**src/rtl/tvip_axi_types_pkg.sv**
```systemverilog
// Shared AXI write-channel field bundles and the state type for the two-way write arbiter.
// The _ext variants carry one extra id bit that records which requester owns a burst.
package tvip_axi_types_pkg;

  localparam int TVIP_AXI_ID_WIDTH   = 4;
  localparam int TVIP_AXI_ADDR_WIDTH = 32;
  localparam int TVIP_AXI_DATA_WIDTH = 32;
  localparam int TVIP_AXI_STRB_WIDTH = TVIP_AXI_DATA_WIDTH / 8;

  typedef logic [TVIP_AXI_ID_WIDTH-1:0] tvip_axi_id;
  typedef logic [TVIP_AXI_ID_WIDTH:0]   tvip_axi_id_ext;

  typedef struct packed {
    tvip_axi_id                     id;
    logic [TVIP_AXI_ADDR_WIDTH-1:0] addr;
    logic [7:0]                     len;
    logic [2:0]                     size;
    logic [1:0]                     burst;
    logic [3:0]                     cache;
    logic [2:0]                     prot;
    logic [3:0]                     qos;
  } tvip_axi_write_address;

  typedef struct packed {
    tvip_axi_id_ext                 id;
    logic [TVIP_AXI_ADDR_WIDTH-1:0] addr;
    logic [7:0]                     len;
    logic [2:0]                     size;
    logic [1:0]                     burst;
    logic [3:0]                     cache;
    logic [2:0]                     prot;
    logic [3:0]                     qos;
  } tvip_axi_write_address_ext;

  typedef struct packed {
    logic [TVIP_AXI_DATA_WIDTH-1:0] data;
    logic [TVIP_AXI_STRB_WIDTH-1:0] strb;
    logic                           last;
  } tvip_axi_write_data;

  // W beats carry no id, so the widened variant is the same bundle.
  typedef tvip_axi_write_data tvip_axi_write_data_ext;

  typedef struct packed {
    tvip_axi_id id;
    logic [1:0] resp;
  } tvip_axi_write_response;

  typedef struct packed {
    tvip_axi_id_ext id;
    logic [1:0]     resp;
  } tvip_axi_write_response_ext;

  typedef enum logic [1:0] {
    IDLE,
    ADDR,
    DATA
  } tvip_axi_write_arbiter_state;

endpackage

```
**src/rtl/tvip_axi_rr_arbiter.sv**
```systemverilog
// Combinational two-requester grant selection: round-robin against the previous winner,
// or fixed priority with requester 0 on top.
module tvip_axi_rr_arbiter #(
  parameter int ROUND_ROBIN = 1
) (
  input  logic [1:0] req,
  input  logic       last_grant,
  output logic       grant
);

  always_comb begin
    grant = 1'b0;
    case (req)
      2'b10:   grant = 1'b1;
      2'b11:   grant = (ROUND_ROBIN != 0) ? ~last_grant : 1'b0;
      default: grant = 1'b0;
    endcase
  end

endmodule

```
**src/rtl/tvip_axi_write_arbiter.sv**
```systemverilog
// Two-to-one AXI write arbiter: one burst at a time owns AW then W; the B channel is routed
// back by the extra id MSB and never waits on the arbitration state.
module tvip_axi_write_arbiter
  import tvip_axi_types_pkg::*;
#(
  parameter int ROUND_ROBIN = 1
) (
  input  logic                            aclk,
  input  logic                            areset,
  input  logic [1:0]                      s_awvalid,
  output logic [1:0]                      s_awready,
  input  tvip_axi_write_address [1:0]     s_aw,
  input  logic [1:0]                      s_wvalid,
  output logic [1:0]                      s_wready,
  input  tvip_axi_write_data [1:0]        s_w,
  output logic [1:0]                      s_bvalid,
  input  logic [1:0]                      s_bready,
  output tvip_axi_write_response          s_b,
  output logic                            m_awvalid,
  input  logic                            m_awready,
  output tvip_axi_write_address_ext       m_aw,
  output logic                            m_wvalid,
  input  logic                            m_wready,
  output tvip_axi_write_data              m_w,
  input  logic                            m_bvalid,
  output logic                            m_bready,
  input  tvip_axi_write_response_ext      m_b,
  output logic                            err_wlast
);

  tvip_axi_write_arbiter_state state_reg, state_next;
  logic                        grant_reg, grant_next;
  logic                        last_grant_reg, last_grant_next;
  logic [7:0]                  beat_cnt_reg, beat_cnt_next;
  logic                        err_wlast_reg, err_wlast_next;
  logic                        arb_grant;
  logic                        b_route;
  tvip_axi_write_address       sel_aw;
  tvip_axi_write_data          sel_w;

  tvip_axi_rr_arbiter #(
    .ROUND_ROBIN (ROUND_ROBIN)
  ) u_arbiter (
    .req        (s_awvalid),
    .last_grant (last_grant_reg),
    .grant      (arb_grant)
  );

  always_ff @(posedge aclk or posedge areset) begin
    if (areset) begin
      state_reg      <= IDLE;
      grant_reg      <= 1'b0;
      last_grant_reg <= 1'b1;
      beat_cnt_reg   <= '0;
      err_wlast_reg  <= 1'b0;
    end else begin
      state_reg      <= state_next;
      grant_reg      <= grant_next;
      last_grant_reg <= last_grant_next;
      beat_cnt_reg   <= beat_cnt_next;
      err_wlast_reg  <= err_wlast_next;
    end
  end

  always_comb begin
    sel_aw          = s_aw[grant_reg];
    sel_w           = s_w[grant_reg];
    m_awvalid       = 1'b0;
    m_wvalid        = 1'b0;
    m_aw.id         = {grant_reg, sel_aw.id};
    m_aw.addr       = sel_aw.addr;
    m_aw.len        = sel_aw.len;
    m_aw.size       = sel_aw.size;
    m_aw.burst      = sel_aw.burst;
    m_aw.cache      = sel_aw.cache;
    m_aw.prot       = sel_aw.prot;
    m_aw.qos        = sel_aw.qos;
    m_w.data        = sel_w.data;
    m_w.strb        = sel_w.strb;
    // The burst length fixed at AW time is authoritative; the requester's own last is only audited.
    m_w.last        = (beat_cnt_reg == '0);
    state_next      = state_reg;
    grant_next      = grant_reg;
    last_grant_next = last_grant_reg;
    beat_cnt_next   = beat_cnt_reg;
    err_wlast_next  = 1'b0;

    case (state_reg)
      IDLE: begin
        if (|s_awvalid) begin
          grant_next = arb_grant;
          state_next = ADDR;
        end
      end
      ADDR: begin
        m_awvalid = s_awvalid[grant_reg];
        if (m_awvalid && m_awready) begin
          beat_cnt_next   = sel_aw.len;
          last_grant_next = grant_reg;
          state_next      = DATA;
        end
      end
      DATA: begin
        m_wvalid = s_wvalid[grant_reg];
        if (m_wvalid && m_wready) begin
          err_wlast_next = (sel_w.last != m_w.last);
          if (m_w.last) begin
            state_next = IDLE;
          end else begin
            beat_cnt_next = beat_cnt_reg - 8'd1;
          end
        end
      end
      default: state_next = IDLE;
    endcase
  end

  assign b_route   = m_b.id[TVIP_AXI_ID_WIDTH];
  assign m_bready  = s_bready[b_route];
  assign s_b.id    = m_b.id[TVIP_AXI_ID_WIDTH-1:0];
  assign s_b.resp  = m_b.resp;
  assign err_wlast = err_wlast_reg;

  for (genvar gi = 0; gi < 2; gi++) begin : g_req
    assign s_awready[gi] = (state_reg == ADDR) && (grant_reg == 1'(gi)) && m_awready;
    assign s_wready[gi]  = (state_reg == DATA) && (grant_reg == 1'(gi)) && m_wready;
    assign s_bvalid[gi]  = m_bvalid && (b_route == 1'(gi));
  end

endmodule

```
**config.mk**
```make
export PLATFORM = sky130hd
export DESIGN_NAME = tvip_axi_write_arbiter
export DESIGN_NICKNAME = d
export VERILOG_FILES = /design/src/rtl/tvip_axi_types_pkg.sv /design/src/rtl/tvip_axi_rr_arbiter.sv /design/src/rtl/tvip_axi_write_arbiter.sv
export SDC_FILE = /design/constraint.sdc
export NUM_CORES = 1
export LEC_CHECK = 0
export CORE_AREA = 3 3 127 129
export DETAILED_ROUTE_END_ITERATION = 10
export DIE_AREA = 0 0 130 132
export MAX_ROUTING_LAYER = met4
export PLACE_DENSITY = 0.58
export SYNTH_ARGS = -nofsm -noshare
export SYNTH_HDL_FRONTEND = slang
export SYNTH_HIERARCHICAL = 1
export SYNTH_SLANG_ARGS = --single-unit
```
**constraint.sdc**
```tcl
create_clock -name aclk -period 2.7 [get_ports aclk]
set_input_delay 0.54 -clock aclk [delete_from_list [all_inputs] [get_ports aclk]]
set_output_delay 0.54 -clock aclk [all_outputs]
set_load 0.03 [all_outputs]
```
==> flow_metrics.tcl <==
set metrics [dict create \
    slew_viol_final 0 \
    worstSetupPathType "reg -> out" \
    core-area_um2 15100 \
    cts_tree "done" \
    drc_errors 0 \
    ys_seq_area_frac 0.151 \
    dieArea_um2 17200 \
    grt_pass1_wl_mm 18.3 \
    final_common_cell "clkdlybuf4s50_1" \
    synth-simple-area-share 0.128 \
    startpoint "grant_reg$_DFFE_PP0P_" \
    die_w_um 130 \
    synthToLayoutAreaGrowth_pct 159 \
    finalSetupViolations 0 \
    critPathLaunchType "register" \
    portBuffers 313 \
    cp.arrival_ns 2.08 \
    synth_xor_area_frac 0.00404 \
    die_h_um 132 \
    grtUsageTotal 0.142 \
    grt_antenna_before_repair 1 \
    synthAdderAreaFrac 0.0116 \
    p_sw_frac 0.478 \
    r2r_start "grant_reg$_DFFE_PP0P_" \
    irDropWorstVdd_uv 303 \
    grt_pass1_vias 3026 \
    outcome "finished clean" \
    synth_compound_area_frac 0.104 \
    synthMuxAreaShare 0.534 \
    drv_cap 0 \
    synth_nets 437 \
    p_switching_mw 2.22 \
    largest_register_ffs 8 \
    min_period_ns 2.62 \
    cts.sinks 13 \
    synth_edf_count 0 \
    cp_max_fo 49 \
    power.density_nw_per_um2 827 \
    ctsRootBufferMaster "clkbuf_16" \
    row_count 45 \
    ios 326 \
    synth_seq_cells 13 \
    syn_avg_cell_area_um2 9.71 \
    hpwlAfterDp_mm 11.4 \
    ant_nets 0 \
    tightest_slew_ns 0.747 \
    fin_crit_sh 0.970 \
    fin_worst_skew_ns 0.00250 \
    hold_viol 0 \
    critical_path_required_ns 2.16 \
    slowest_delay_ns 0.61 \
    dr.pass1.iters 4 \
    tns_ns 0 \
    ys_async_sr_fraction 1.00 \
    synth-main-ff-cell "dfrtp_1" \
    max_freq_mhz 382 \
    clock_power_share 0.062 \
    synth.distinct_cells 40 \
    cts_buffer_depth 2 \
    routed_wl_mm 13.1 \
    max_slew_margin 0.498 \
    drtIter0Drc 126 \
    clkSlewWorstSetupHoldPaths_ns 0.04 \
    drive_gt1_frac 0.249 \
    hold_path_class "reg -> reg" \
    vias 2960 \
    crit_chain "buf_12 > mux2_2 > clkdlybuf4s50_1" \
    fillers 1483 \
    nNetsFinal 746 \
    layout_common_cells "308 x clkdlybuf4s50_1, 100 x mux2_2, 16 x buf_4" \
    grt_max_degree 50 \
    crit_family "buffers and inverters" \
    place.gp.congestion 0.838 \
    synth_top_family_by_area "multiplexers" \
    worst_path_max_delay_cell "clkdlybuf4s50_1" \
    min_from "last_grant_reg$_DFFE_PP1P_" \
    wl_per_cell_um 18.2 \
    crit_buf_inv 2 \
    clock_latency_ns 0.25 \
    rsz0062_at_grt "no" \
    place_inst 715 \
    crit_path_end_kind "output port" \
    seq_power_share 0.091 \
    p_leak_nw 2.08 \
    fin_cells 720 \
    syn_inst 223 \
    ys_warn_count 6 \
    combinationalPowerShare 0.847 \
    viasPerCell 4.11 \
    internal_power_mw 2.42 \
    cts_inserted_buffers 3 \
    synth_area_um2 2170 \
    start_util 0.143 \
    grt_overflow 0 \
    cts.htree.levels 1 \
]
final cells by class:
cell class	count	area, um^2	area share
Multi-Input combinational cell	184	1690	0.302
Clock buffer	4	78.8	0.0141
Timing Repair Buffer	327	3250	0.580
Tap cell	188	235	0.0420
Antenna cell	1	2.50	0.000447
Sequential cell	13	330	0.0590
Inverter	3	11.3	0.00201
per-layer routing:
layer  share of wire  global-route usage  routed length (um)  up-vias
li1                -                   -                   -     1452
met1            0.38               0.155                5000     1369
met2            0.54               0.268                7040      127
met3           0.067              0.0235                 877       12
met4           0.013              0.0254                 165        0
met5               0                   -                   0        -
worst register-to-register path, cell delays in order, from the launching register on:
cell       delay [ns]
dfrtp_4          0.55
buf_12           0.20
mux2i_1          0.15
buf_4            0.16
a311oi_4         0.31
or2_1            0.34
a2bb2oi_1        0.13
power groups by stage:
stage	Clock [mW]	Combinational, mW	Sequential [mW]
2_1_floorplan	0	2.42	0.383
3_3_place_gp	0	3.93	0.420
3_5_place_dp	0	3.95	0.429
4_1_cts	0.291	3.97	0.426
5_1_grt	0.299	4.13	0.443
6_report	0.285	3.92	0.423
what timing repair did:
item                       in CTS  in global routing
resized for setup               1                  0
hold buffers                    0                  0
buffers inserted                0                  0
setup endpoints to repair       1                  0
per-stage QoR:
stage / worst slack (ns) / hold WS [ns] / total power [mW] / util / cell area, um^2
global route: 0.000443 / 0.595 / 4.87 / 0.370 / 5600
finish: 0.0797 / 0.552 / 4.63 / 0.370 / 5600
detailed placement: 0.0884 / 0.552 / 4.38 / 0.365 / 5520
CTS: 0.0411 / 0.559 / 4.69 / 0.370 / 5600
global placement: 0.120 / 0.532 / 4.35 / 0.365 / 5520
floorplan: 0.580 / 0.416 / 2.80 / - / 2170
final timing paths:
path | end | slack [ns] | cells past startpoint
worst max-delay path | m_aw[22] | 0.08 | 3
worst min-delay path | last_grant_reg$_DFFE_PP1P_ | 0.55 | 2
worst max register to register | beat_cnt_reg[6]$_DFFE_PP0P_ | 0.73 | 6
worst min register to register | last_grant_reg$_DFFE_PP1P_ | 0.55 | 2
max in group asynchronous | grant_reg$_DFFE_PP0P_ | 1.66 | 2
min in group asynchronous | beat_cnt_reg[2]$_DFFE_PP0P_ | 0.64 | 2
kinds of logic (layout without fill, tap and decap cells):
| group | Yosys count | count (layout) |
|---|---|---|
| AOI/OAI and AO/OA | 27 | 27 |
| adders and majority gates | 2 | 2 |
| xor gates and xnor gates | 1 | 1 |
| other | 0 | 1 |
| buffers and inverters | 26 | 334 |
| and+or+nand+nor | 51 | 51 |
| muxes | 103 | 103 |
| DFF | 13 | 13 |
Yosys cell counts, drive strengths merged, types with 3 or more instances:
cell type,count,area share
a211oi,5,0.027
a21oi,5,0.012
a41oi,3,0.012
buf,21,0.059
dfrtp,12,0.14
inv,3,0.0052
mux2,100,0.52
mux2i,3,0.014
nand2,6,0.010
nor2,14,0.024
nor3,12,0.028
o21ai,7,0.016
Note: power is estimated with default switching activity, not from simulation.
